`src/rtl/fetch_pkg.sv`:
```
// Shared opcode constants and state encoding for the fetch stage.
// The hazard unit imports the same opcode constants.
package fetch_pkg;

    localparam logic [3:0]  OP_BR0   = 4'b0100;
    localparam logic [3:0]  OP_BR1   = 4'b0101;
    localparam logic [3:0]  OP_HALT  = 4'b1111;
    localparam logic [31:0] NOP_WORD = '0;

    typedef enum logic [1:0] {
        RUN     = 2'd0,
        WAIT_BR = 2'd1,
        HALT    = 2'd2
    } fetch_state_t;

    function automatic logic is_branch(input logic [3:0] op);
        return (op == OP_BR0) || (op == OP_BR1);
    endfunction

endpackage

```
`src/rtl/fetch_stage_if.sv`:
```
// Instruction-ROM bus: the fetch stage presents the next PC, the ROM returns
// that word one clock later.
interface fetch_stage_if #(
    parameter int IW = 32,
    parameter int AW = 10
);
    logic [AW-1:0] imem_addr;
    logic [IW-1:0] imem_rdata;

    modport master (output imem_addr, input  imem_rdata);
    modport slave  (input  imem_addr, output imem_rdata);
endinterface

```
`src/rtl/fetch_stage.sv`:
```
// Instruction-fetch stage with IF/ID register. Branches freeze fetch until
// writeback resolves them; HALT freezes fetch until reset.
//
//   state   | meaning
//   RUN     | sequential fetch, decode register loads fetched words
//   WAIT_BR | branch in flight, pc_F frozen at branch+1, decode gets bubbles
//   HALT    | halt opcode decoded, fetch frozen until rst
module fetch_stage
    import fetch_pkg::*;
#(
    parameter int IW = 32,
    parameter int AW = 10
) (
    input  logic          clk,
    input  logic          rst,
    input  logic          stall_F,
    input  logic          stall_D,
    input  logic          Flush_D,
    input  logic          PC_W,
    input  logic          BranchTaken_W,
    input  logic [AW-1:0] PCTarget_W,
    fetch_stage_if.master imem,
    output logic [IW-1:0] instr_D,
    output logic [AW-1:0] pc_D,
    output logic          valid_D,
    output logic [3:0]    op_D,
    output logic          branch_pending,
    output logic          halted
);

    fetch_state_t  state_q, state_nxt;
    logic [AW-1:0] pc_F, pc_nxt;
    logic          load_D;
    logic [3:0]    fetch_op;

    assign fetch_op = imem.imem_rdata[IW-1:IW-4];
    assign load_D   = (state_q == RUN) && !Flush_D && !stall_F;

    // Redirect outranks stall_F so a resolved branch is never lost.
    always_comb begin
        pc_nxt = pc_F;
        if (rst) begin
            pc_nxt = '0;
        end else if (state_q == WAIT_BR && PC_W) begin
            pc_nxt = BranchTaken_W ? PCTarget_W : pc_F;
        end else if (state_q != RUN || stall_F) begin
            pc_nxt = pc_F;
        end else begin
            pc_nxt = pc_F + 1'b1;
        end
    end

    assign imem.imem_addr = pc_nxt;

    // Only opcodes that really land in decode can change state.
    always_comb begin
        state_nxt = state_q;
        case (state_q)
            RUN: begin
                if (load_D && !stall_D) begin
                    if (is_branch(fetch_op)) begin
                        state_nxt = WAIT_BR;
                    end else if (fetch_op == OP_HALT) begin
                        state_nxt = HALT;
                    end
                end
            end
            WAIT_BR: begin
                if (PC_W) begin
                    state_nxt = RUN;
                end
            end
            HALT:    state_nxt = HALT;
            default: state_nxt = RUN;
        endcase
    end

    always_ff @(posedge clk) begin
        pc_F <= pc_nxt;
        if (rst) begin
            state_q <= RUN;
        end else begin
            state_q <= state_nxt;
        end
    end

    always_ff @(posedge clk) begin
        if (rst) begin
            instr_D <= IW'(NOP_WORD);
            pc_D    <= '0;
            valid_D <= 1'b0;
        end else if (!stall_D) begin
            if (load_D) begin
                instr_D <= imem.imem_rdata;
                pc_D    <= pc_F;
                valid_D <= 1'b1;
            end else begin
                instr_D <= IW'(NOP_WORD);
                pc_D    <= '0;
                valid_D <= 1'b0;
            end
        end
    end

    assign op_D           = instr_D[IW-1:IW-4];
    assign branch_pending = (state_q == WAIT_BR);
    assign halted         = (state_q == HALT);

endmodule

```
`src/flat_wrapper.sv`:
```
// flat-port wrapper written by rule: the top's interface ports become plain ports
module fetch_stage_flat import fetch_pkg::*;
#(
    parameter int IW = 32,
    parameter int AW = 10
)
  (clk, rst, stall_F, stall_D, Flush_D, PC_W, BranchTaken_W, PCTarget_W, instr_D, pc_D, valid_D, op_D, branch_pending, halted, imem_imem_addr, imem_imem_rdata);
  fetch_stage_if #(.IW(IW), .AW(AW)) imem_i ();
  input  logic clk;
  input  logic rst;
  input  logic stall_F;
  input  logic stall_D;
  input  logic Flush_D;
  input  logic PC_W;
  input  logic BranchTaken_W;
  input  logic [AW-1:0] PCTarget_W;
  output logic [IW-1:0] instr_D;
  output logic [AW-1:0] pc_D;
  output logic valid_D;
  output logic [3:0] op_D;
  output logic branch_pending;
  output logic halted;
  output wire logic [$bits(imem_i.imem_addr)-1:0] imem_imem_addr;
  input wire logic [$bits(imem_i.imem_rdata)-1:0] imem_imem_rdata;
  assign imem_imem_addr = imem_i.imem_addr;
  assign imem_i.imem_rdata = imem_imem_rdata;
  fetch_stage #(.IW(IW), .AW(AW)) u_core (.clk(clk), .rst(rst), .stall_F(stall_F), .stall_D(stall_D), .Flush_D(Flush_D), .PC_W(PC_W), .BranchTaken_W(BranchTaken_W), .PCTarget_W(PCTarget_W), .imem(imem_i), .instr_D(instr_D), .pc_D(pc_D), .valid_D(valid_D), .op_D(op_D), .branch_pending(branch_pending), .halted(halted));
endmodule
```
`config.mk`:
```
export PLATFORM = sky130hd
export DESIGN_NAME = fetch_stage_flat
export DESIGN_NICKNAME = d
export VERILOG_FILES = /design/src/rtl/fetch_pkg.sv /design/src/rtl/fetch_stage_if.sv /design/src/rtl/fetch_stage.sv /design/src/flat_wrapper.sv
export SDC_FILE = /design/constraint.sdc
export NUM_CORES = 1
export LEC_CHECK = 0
export BUFFER_PORTS_ARGS = -buffer_cell sky130_fd_sc_hd__buf_2
export CAP_MARGIN = 30
export CORE_ASPECT_RATIO = 1.4
export CORE_MARGIN = 2
export CORE_UTILIZATION = 40
export DETAILED_ROUTE_END_ITERATION = 10
export PLACE_DENSITY = 0.76
export SYNTH_ARGS = -nofsm -noshare
export SYNTH_HDL_FRONTEND = slang
export SYNTH_SLANG_ARGS = --single-unit
```
`constraint.sdc`:
```
create_clock -name clk -period 3.7 [get_ports clk]
set_input_delay 0.74 -clock clk [delete_from_list [all_inputs] [get_ports clk]]
set_output_delay 0.74 -clock clk [all_outputs]
set_load 0.01 [all_outputs]
```
* Yosys cells after proc, flatten, opt, wreduce, memory -nomap -nowiden *
Cells that the tools add are included.

word-level totals
  bits in latches = 0
  input bits = 49
  memory bits (writable) = 0
  memories kept = 0
  register bits = 55
  logic and storage cells = 38
  memory bits (read-only) = 0
  output and inout port bits = 59

cells by class
  shifts and indexed selects = 0
  multipliers = 0
  equality and inequality tests = 8
  $add $sub $neg = 1
  divide/modulo/power cells = 0
  order comparisons = 0
  reduce and logical (&&, ||, !) cells = 12
  multiplexer cells = 12
  bitwise gates (word level) = 0

operators with widths
  operator                                       number
  two-way mux 10 bit                             5
  two-way mux 32 bit                             1
  adder 10 x 1 -> 10 bit, second input constant  1
  == test 4 x 3 -> 1 bit, second input constant  2
  two-way mux 2 bit                              4
  case mux 2 bit (3 select lines)                1
  == test 4 bit, second input constant           1
  logical AND 1 bit                              4
  inequality test 2 bit, second input constant   2
  zero test 1 bit                                3
  inequality test 3 bit, second input constant   1
  AND reduction 3 bit                            1
  == test 2 x 1 -> 1 bit, second input constant  1
  == test 2 bit, second input constant           1
  zero test 2 bit                                1
  logical OR 1 bit                               2
  nonzero test 2 bit                             1
  two-way mux 1 bit                              1

* Logic depth before layout (Yosys ltp) *
Gate-level depths: netlist of the first run.

  depth in word-level cells = 6
  mapped depth = 6
  gate-level depth less buffers = 4

* Worst setup path after synthesis of the first run *
OpenSTA, ideal clock, no wires.

  kind = input-to-output
  start point = input port BranchTaken_W
  end point = output port imem_imem_addr[1]
  setup slack = 1.089 ns
  data arrival time = 1.871 ns
  buffers on the path = 2
  cell stages on the path = 5
  data required time = 2.960 ns
  cell sequence = clkbuf_1 > and4b_1 > clkbuf_1 > nor3_1 > nor4_1

between the ends
  word-level cells in the longest chain between the ends = 3

ends and longest elaborated chain
  element             line                RTL
  from (decl)         flat_wrapper.sv:15  input logic BranchTaken_W;
  two-way mux 10 bit  fetch_stage.sv:45   pc_nxt = BranchTaken_W ? PCTarget_W : pc_F;
  two-way mux 10 bit  fetch_stage.sv:44   end else if (state_q == WAIT_BR && PC_W) begin
  two-way mux 10 bit  fetch_stage.sv:42   if (rst) begin
  to (decl)           flat_wrapper.sv:23  output wire logic [$bits(imem_i.imem_addr)-1:0] imem_imem_addr;

Every way passes these cells.

* Final worst setup path of the first run *
  start point = input port stall_F
  end point = output port imem_imem_addr[4]

between the ends
  word-level cells in the longest chain between the ends = 4

ends and longest elaborated chain
  element             line                RTL
  from (decl)         flat_wrapper.sv:11  input logic stall_F;
  logical OR 1 bit    fetch_stage.sv:46   end else if (state_q != RUN || stall_F) begin
  two-way mux 10 bit  fetch_stage.sv:46
  two-way mux 10 bit  fetch_stage.sv:44
  two-way mux 10 bit  fetch_stage.sv:42

Every way passes these cells.

==> flow_metrics.env, run 1 <==
export IMPL_p_per_area_nw_per_um2=397
export IMPL_syn_to_final_growth_pct=28.7
export IMPL_syn_area_um2=2200
export IMPL_die_h_um=91.8
export IMPL_power_share_combinational_pct=9.1
export IMPL_grtUsageTotal_pct=18.1
export IMPL_grt_start_max_net_pins=45
export IMPL_yosysMostFrequentCell="dfxtp_1"
export IMPL_p_seq_share_pct=54.4
export IMPL_hold_class="flip-flop to flip-flop"
export IMPL_power_internal_w=0.000868
export IMPL_gp_congestion=0.819
export IMPL_reg2reg_slack_ns=2.06
export IMPL_clockBufferDepth=2
export IMPL_min_to="u_core.valid_D"
export IMPL_totalWireLength_mm=5.44
export IMPL_ys_flop_type="dfxtp_1"
export IMPL_drt_iter0_markers=140
export IMPL_netlist_area_leader_share_pct=50.0
export IMPL_arrival_ns=2.10
export IMPL_min_period_over_period_pct=76.9
export IMPL_top_level_ports=108
export IMPL_start_util_pct=40.7
export IMPL_syn_avg_cell_area_um2=9.41
export IMPL_worstPathRequired_ns=2.96
export IMPL_postCtsHoldBufs=0
export IMPL_p_total_w=0.00112
export IMPL_drt_wirelength_per_cell_um=13.6
export IMPL_dpl_worst_slack_ns=0.873
export IMPL_synth_area_leader_cell="dfxtp_1"
export IMPL_crit_fanout=8
export IMPL_setup_viol=0
export IMPL_synth_area_top_cells="dfxtp_1 (50%), a22oi_1 (13%), nor2_1 (8.5%)"
export IMPL_ir_drop_v=0.000187
export IMPL_die_w_um=66.7
export IMPL_vias_per_cell=5.30
export IMPL_power_share_clock_pct=36.4
export IMPL_yosys_top_cells_count="dfxtp_1 (55), nor2_1 (50), a22oi_1 (39), nand2_1 (9)"
export IMPL_first_pass_iters=6
export IMPL_r2r_cells=4
export IMPL_whs_ns=0.501
export IMPL_ys_ff_latch=55
export IMPL_ys_warn_count=0
export IMPL_cts_tree="built"
export IMPL_max_slew_margin_pct=46.5
export IMPL_synth_edf_count=0
export IMPL_dieArea_um2=6120
export IMPL_crit_path_end_kind="primary output"
export IMPL_startpoint_type="primary input"
export IMPL_syn_nets=284
export IMPL_min_from="u_core.valid_D"
export IMPL_fmax_mhz=352
export IMPL_finalWorstSetupSlack_ns=0.856
export IMPL_multi_input_area_um2=961
export IMPL_worst_pin_slew_ns=0.802
export IMPL_cts_root_buf="clkbuf_8"
export IMPL_hpwl_mm=3.92
export IMPL_worstSkewPairLatency_ns=0.31
export IMPL_num_vias=2113
export IMPL_antennaDiodeCount=0
export IMPL_fin_skew_ns=0.00586
export IMPL_r2r_end="u_core.pc_F[4]"
export IMPL_maxSlewViolCount=0
export IMPL_cts_sinks=55
export IMPL_cts_buffers_inserted=5
export IMPL_postCtsSetupBuffers=0
export IMPL_status="completed"
export IMPL_rr_startpoint="u_core.state_q[1]"
export IMPL_io_buffer_count=107
export IMPL_synthCells=234
export IMPL_tns_ns=0
export IMPL_drive_gt1_share_pct=38.4
export IMPL_hold_depth=2
export IMPL_coreArea_um2=5410
export IMPL_cts_resized=0
export IMPL_grt_pass1_vias=1897
export IMPL_yosysSeqAreaShare_pct=50.0
export IMPL_startpoint="stall_F"
export IMPL_final_util_pct=52.4
export IMPL_grt_pass1_wl_mm=8.61
export IMPL_seqCellArea_um2=1100
export IMPL_worst_setup_path_type="primary input to primary output"
export IMPL_netSwitchingFraction_pct=22.8
export IMPL_total_leakage_power_nw=1.33
export IMPL_layout_min_cycle_time_ns=2.84
export IMPL_antenna_found_initial=0
export IMPL_drv_cap=0
export IMPL_ant_nets=0
export IMPL_synthArstFlopShare_pct=0
export IMPL_ys_types=40
export IMPL_gr_total_overflow=0
export IMPL_rsz0062_at_grt="no"
export IMPL_path_clk_slew_ns=0.09
export IMPL_h_tree_depth=2
export IMPL_hold_viol=0
export IMPL_rows=32
export IMPL_finalNetCount=380
export IMPL_drc=0
export IMPL_fillers=528
export IMPL_p_sw_w=0.000256
-- layer usage --
layer / part of all wire (%) / wire length [um] / global-route usage, % / up-vias
met5: 0 / 0 / 0 / -
met4: 1.9 / 104 / 6.12 / 0
met3: 8.0 / 436 / 4.66 / 10
met2: 51 / 2760 / 31.8 / 74
met1: 39 / 2140 / 20.7 / 991
li1: - / - / - / 1038
-- power groups by stage --
stage / Sequential [W] / Clock (W) / Combinational (W)
after floorplan: 0.000629 / 0 / 0.0000541
after global placement: 0.000625 / 0 / 0.000102
after detailed placement: 0.000626 / 0 / 0.000104
after CTS: 0.000612 / 0.000423 / 0.000104
after global routing: 0.000614 / 0.000440 / 0.000115
final: 0.000612 / 0.000409 / 0.000103
-- registers in the layout, indices dropped and copies added (netlist names) --
signal,count
u_core.pc_D,10
u_core.state_q,2
u_core.instr_D,32
u_core.pc_F,10
u_core.valid_D,1
-- worst max-delay path, cell delays in order --
cell and delay (ns):
buf_2 0.12, nor3_4 0.24, nand2_1 0.14, or4b_1 0.51, a31oi_1 0.18, buf_2 0.18
-- area by class of cell --
class / instances / share of cell area [%]
multi-input cells: 156 / 33.9
flip-flops and latches: 55 / 38.9
repair buffers: 111 / 20.0
clock buffers: 6 / 2.91
inverters: 1 / 0.132
well taps: 68 / 3.00
clock inverters: 2 / 1.24
-- layout by cell type (no fill, tap or decap), types with 2 or more instances in the layout --
| cell | Yosys | layout |
|---|---|---|
| a21oi_1 | 8 | 8 |
| a22oi_1 | 39 | 39 |
| a22oi_2 | 4 | 4 |
| a2bb2oi_1 | 3 | 3 |
| a31oi_1 | 5 | 5 |
| and3_1 | 2 | 2 |
| buf_2 | 3 | 107 |
| buf_4 | 5 | 4 |
| clkbuf_8 | 0 | 6 |
| dfxtp_1 | 55 | 55 |
| mux2i_1 | 2 | 2 |
| nand2_1 | 9 | 9 |
| nand3_1 | 3 | 3 |
| nand4_1 | 4 | 4 |
| nor2_1 | 50 | 50 |
| nor3_1 | 2 | 2 |
| nor3_4 | 2 | 2 |
| o211ai_1 | 2 | 2 |
| o21ai_0 | 4 | 4 |
-- worst max path at each step --
stage,endpoint,cells past startpoint
5_1_grt,imem_imem_addr[4],6
3_3_place_gp,imem_imem_addr[4],6
2_1_floorplan,imem_imem_addr[1],5
3_5_place_dp,imem_imem_addr[4],6
6_report,imem_imem_addr[4],6
4_1_cts,imem_imem_addr[4],6
-- logic make-up after synthesis --
| kind of cell | Yosys count | share of synthesized area (%) |
|---|---|---|
| AND/OR/NAND/NOR | 84 | 18.9 |
| AO/OA/AOI/OAI | 69 | 23.3 |
| buffers and inverters | 23 | 6.36 |
| flip-flops | 55 | 50.0 |
| adder cells (fa/ha/maj) | 1 | 0.568 |
| multiplexers | 2 | 0.909 |
-- through the flow --
| stage | cell area, um^2 | cells |
|---|---|---|
| after floorplan | 2200 | 234 |
| after global placement | 2720 | 391 |
| after detailed placement | 2720 | 391 |
| after CTS | 2830 | 399 |
| after global routing | 2830 | 399 |
| final | 2830 | 399 |
No activity file was read; power rests on OpenSTA's default activity.
==> run 2, diff against run 1 <==
==> constraint.sdc (replaced) <==
create_clock -name clk -period 2.7 [get_ports clk]
set_input_delay 0.54 -clock clk [delete_from_list [all_inputs] [get_ports clk]]
set_output_delay 0.54 -clock clk [all_outputs]
set_load 0.01 [all_outputs]
==> run 2 against run 1 <==
Effect of this change: register-to-register slack got worse by 0.99 ns; critical path depth decreased by 1; first-iteration DRC count decreased by 30%; hold slack got worse by 0.039 ns; global-route usage increased by 1.3 points; total power increased by 28%.
==> flow_metrics.env, run 2 (synthesis results as in run 1) <==
export IMPL_fmax_mhz=395
export IMPL_top_level_ports=108
export IMPL_rsz0062_at_grt="no"
export IMPL_coreArea_um2=5410
export IMPL_grtUsageTotal_pct=19.3
export IMPL_gp_congestion=0.795
export IMPL_drive_gt1_share_pct=38.6
export IMPL_rows=32
export IMPL_gr_total_overflow=0
export IMPL_hold_class="primary input to flip-flop"
export IMPL_drt_wirelength_per_cell_um=14.1
export IMPL_num_vias=2108
export IMPL_drc=0
export IMPL_die_h_um=91.8
export IMPL_totalWireLength_mm=5.65
export IMPL_hpwl_mm=4.10
export IMPL_final_common_cell="buf_2"
export IMPL_tns_ns=0
export IMPL_path_clk_slew_ns=0.09
export IMPL_worstSkewPairLatency_ns=0.30
export IMPL_die_w_um=66.7
export IMPL_fillers=535
export IMPL_antenna_found_initial=0
export IMPL_finalWorstSetupSlack_ns=0.167
export IMPL_final_cell_mix="buf_2 (107), dfxtp_1 (55), nor2_1 (50), a22oi_1 (39), nand2_1 (9)"
export IMPL_cts_sinks=55
export IMPL_io_buffer_count=107
export IMPL_dpl_worst_slack_ns=0.251
export IMPL_worst_pin_slew_ns=0.452
export IMPL_arrival_ns=1.99
export IMPL_grt_start_max_net_pins=28
export IMPL_vias_per_cell=5.27
export IMPL_ir_drop_v=0.000268
export IMPL_crit_slowest_cell="or4b_1"
export IMPL_start_util_pct=40.7
export IMPL_ant_nets=0
export IMPL_dieArea_um2=6120
export IMPL_total_leakage_power_nw=1.32
export IMPL_drt_iter0_markers=98
export IMPL_syn_to_final_growth_pct=28.0
export IMPL_p_per_area_nw_per_um2=509
export IMPL_path_buf_inv=1
export IMPL_fin_skew_ns=0.00514
export IMPL_min_period_over_period_pct=93.8
export IMPL_max_stage_delay_ns=0.51
export IMPL_grt_pass1_vias=2019
export IMPL_first_pass_iters=4
export IMPL_cts_root_buf="clkbuf_8"
export IMPL_worst_setup_path_type="flip-flop to primary output"
export IMPL_finalNetCount=382
export IMPL_status="completed"
export IMPL_hold_viol=0
export IMPL_cts_tree="built"
export IMPL_maxSlewViolCount=0
export IMPL_worstPathRequired_ns=2.16
export IMPL_crit_chain="nor3_4 -> nand2_1 -> or4b_1 -> a31oi_1 -> buf_2"
export IMPL_crit_fanout=8
export IMPL_top_regs="u_core.instr_D (32), u_core.pc_D (10), u_core.pc_F (10)"
export IMPL_cts_buffers_inserted=5
export IMPL_largest_reg_flops=32
export IMPL_largest_register="u_core.instr_D"
export IMPL_layout_min_cycle_time_ns=2.53
export IMPL_max_slew_margin_pct=69.9
export IMPL_drv_cap=0
export IMPL_h_tree_depth=2
export IMPL_multi_input_area_um2=961
export IMPL_grt_pass1_wl_mm=9.14
export IMPL_crit_family="simple AND/OR/NAND/NOR gates"
export IMPL_crit_path_end_kind="primary output"
export IMPL_startpoint_type="flip-flop"
export IMPL_seqCellArea_um2=1100
export IMPL_postCtsHoldBufs=0
export IMPL_setup_viol=0
export IMPL_antennaDiodeCount=0
export IMPL_clockBufferDepth=2
[run 2: changes by cell type in the layout (fill, tap and decap cells not counted)]
| cell | before | now |
|---|---|---|
| buf_4 | 4 | 6 |
| bufinv_16 | 1 | 0 |
[run 2: timing repair]
action,4_1_cts,5_1_grt
hold endpoints to repair,0,0
setup buffers,0,1
setup endpoints to repair,0,1
gates resized for setup,0,0
[run 2: area by class of cell]
type | count | area share, %
timing repair buffer | 113 | 20.6
clock inverter | 1 | 0.178
multi-input combinational | 156 | 34.1
tap | 68 | 3.02
inverter | 1 | 0.133
sequential | 55 | 39.1
clock buffer | 6 | 2.93
[run 2: per-layer routing]
layer / global-route usage (%) / part of all wire [%] / up-vias
met4: 7.14 / 1.7 / 0
met1: 21.4 / 40 / 982
li1: - / - / 1041
met2: 34.2 / 50 / 76
met5: 0 / 0 / -
met3: 5.52 / 7.8 / 9
[run 2: path summary, 6_finish.rpt]
kind / from / to / slack [ns] / cells after the start
worst max-delay path: u_core.state_q[0] / imem_imem_addr[4] / 0.17 / 5
worst min-delay path: imem_imem_rdata[17] / u_core.instr_D[17] / 0.46 / 3
worst max register to register: u_core.state_q[1] / u_core.state_q[1] / 1.07 / 5
worst min register to register: u_core.valid_D / u_core.valid_D / 0.51 / 2
[run 2: through the flow]
step	power, W	instances	area [um^2]	util, %	hold WS, ns
floorplan	0.000936	234	2200	-	0.498
global placement	0.000999	392	2720	50.4	0.483
detailed placement	0.00100	392	2720	50.4	0.487
CTS	0.00146	399	2810	52.0	0.452
global route	0.00151	400	2820	52.2	0.460
finish	0.00143	400	2820	52.2	0.462
[run 2: report_power, final]
part	internal [W]	switching, W
Combinational	0.0000642	0.0000806
Clock	0.000202	0.000248
Sequential	0.000827	0.0000122
Total	0.00109	0.000341
[run 2: worst reg2reg max path, cell delays in order (launching register included)]
cell     delay, ns
dfxtp_1       0.39
or3_4         0.45
nor3_4        0.14
buf_4         0.32
a31oi_1       0.14
nor3_1        0.13
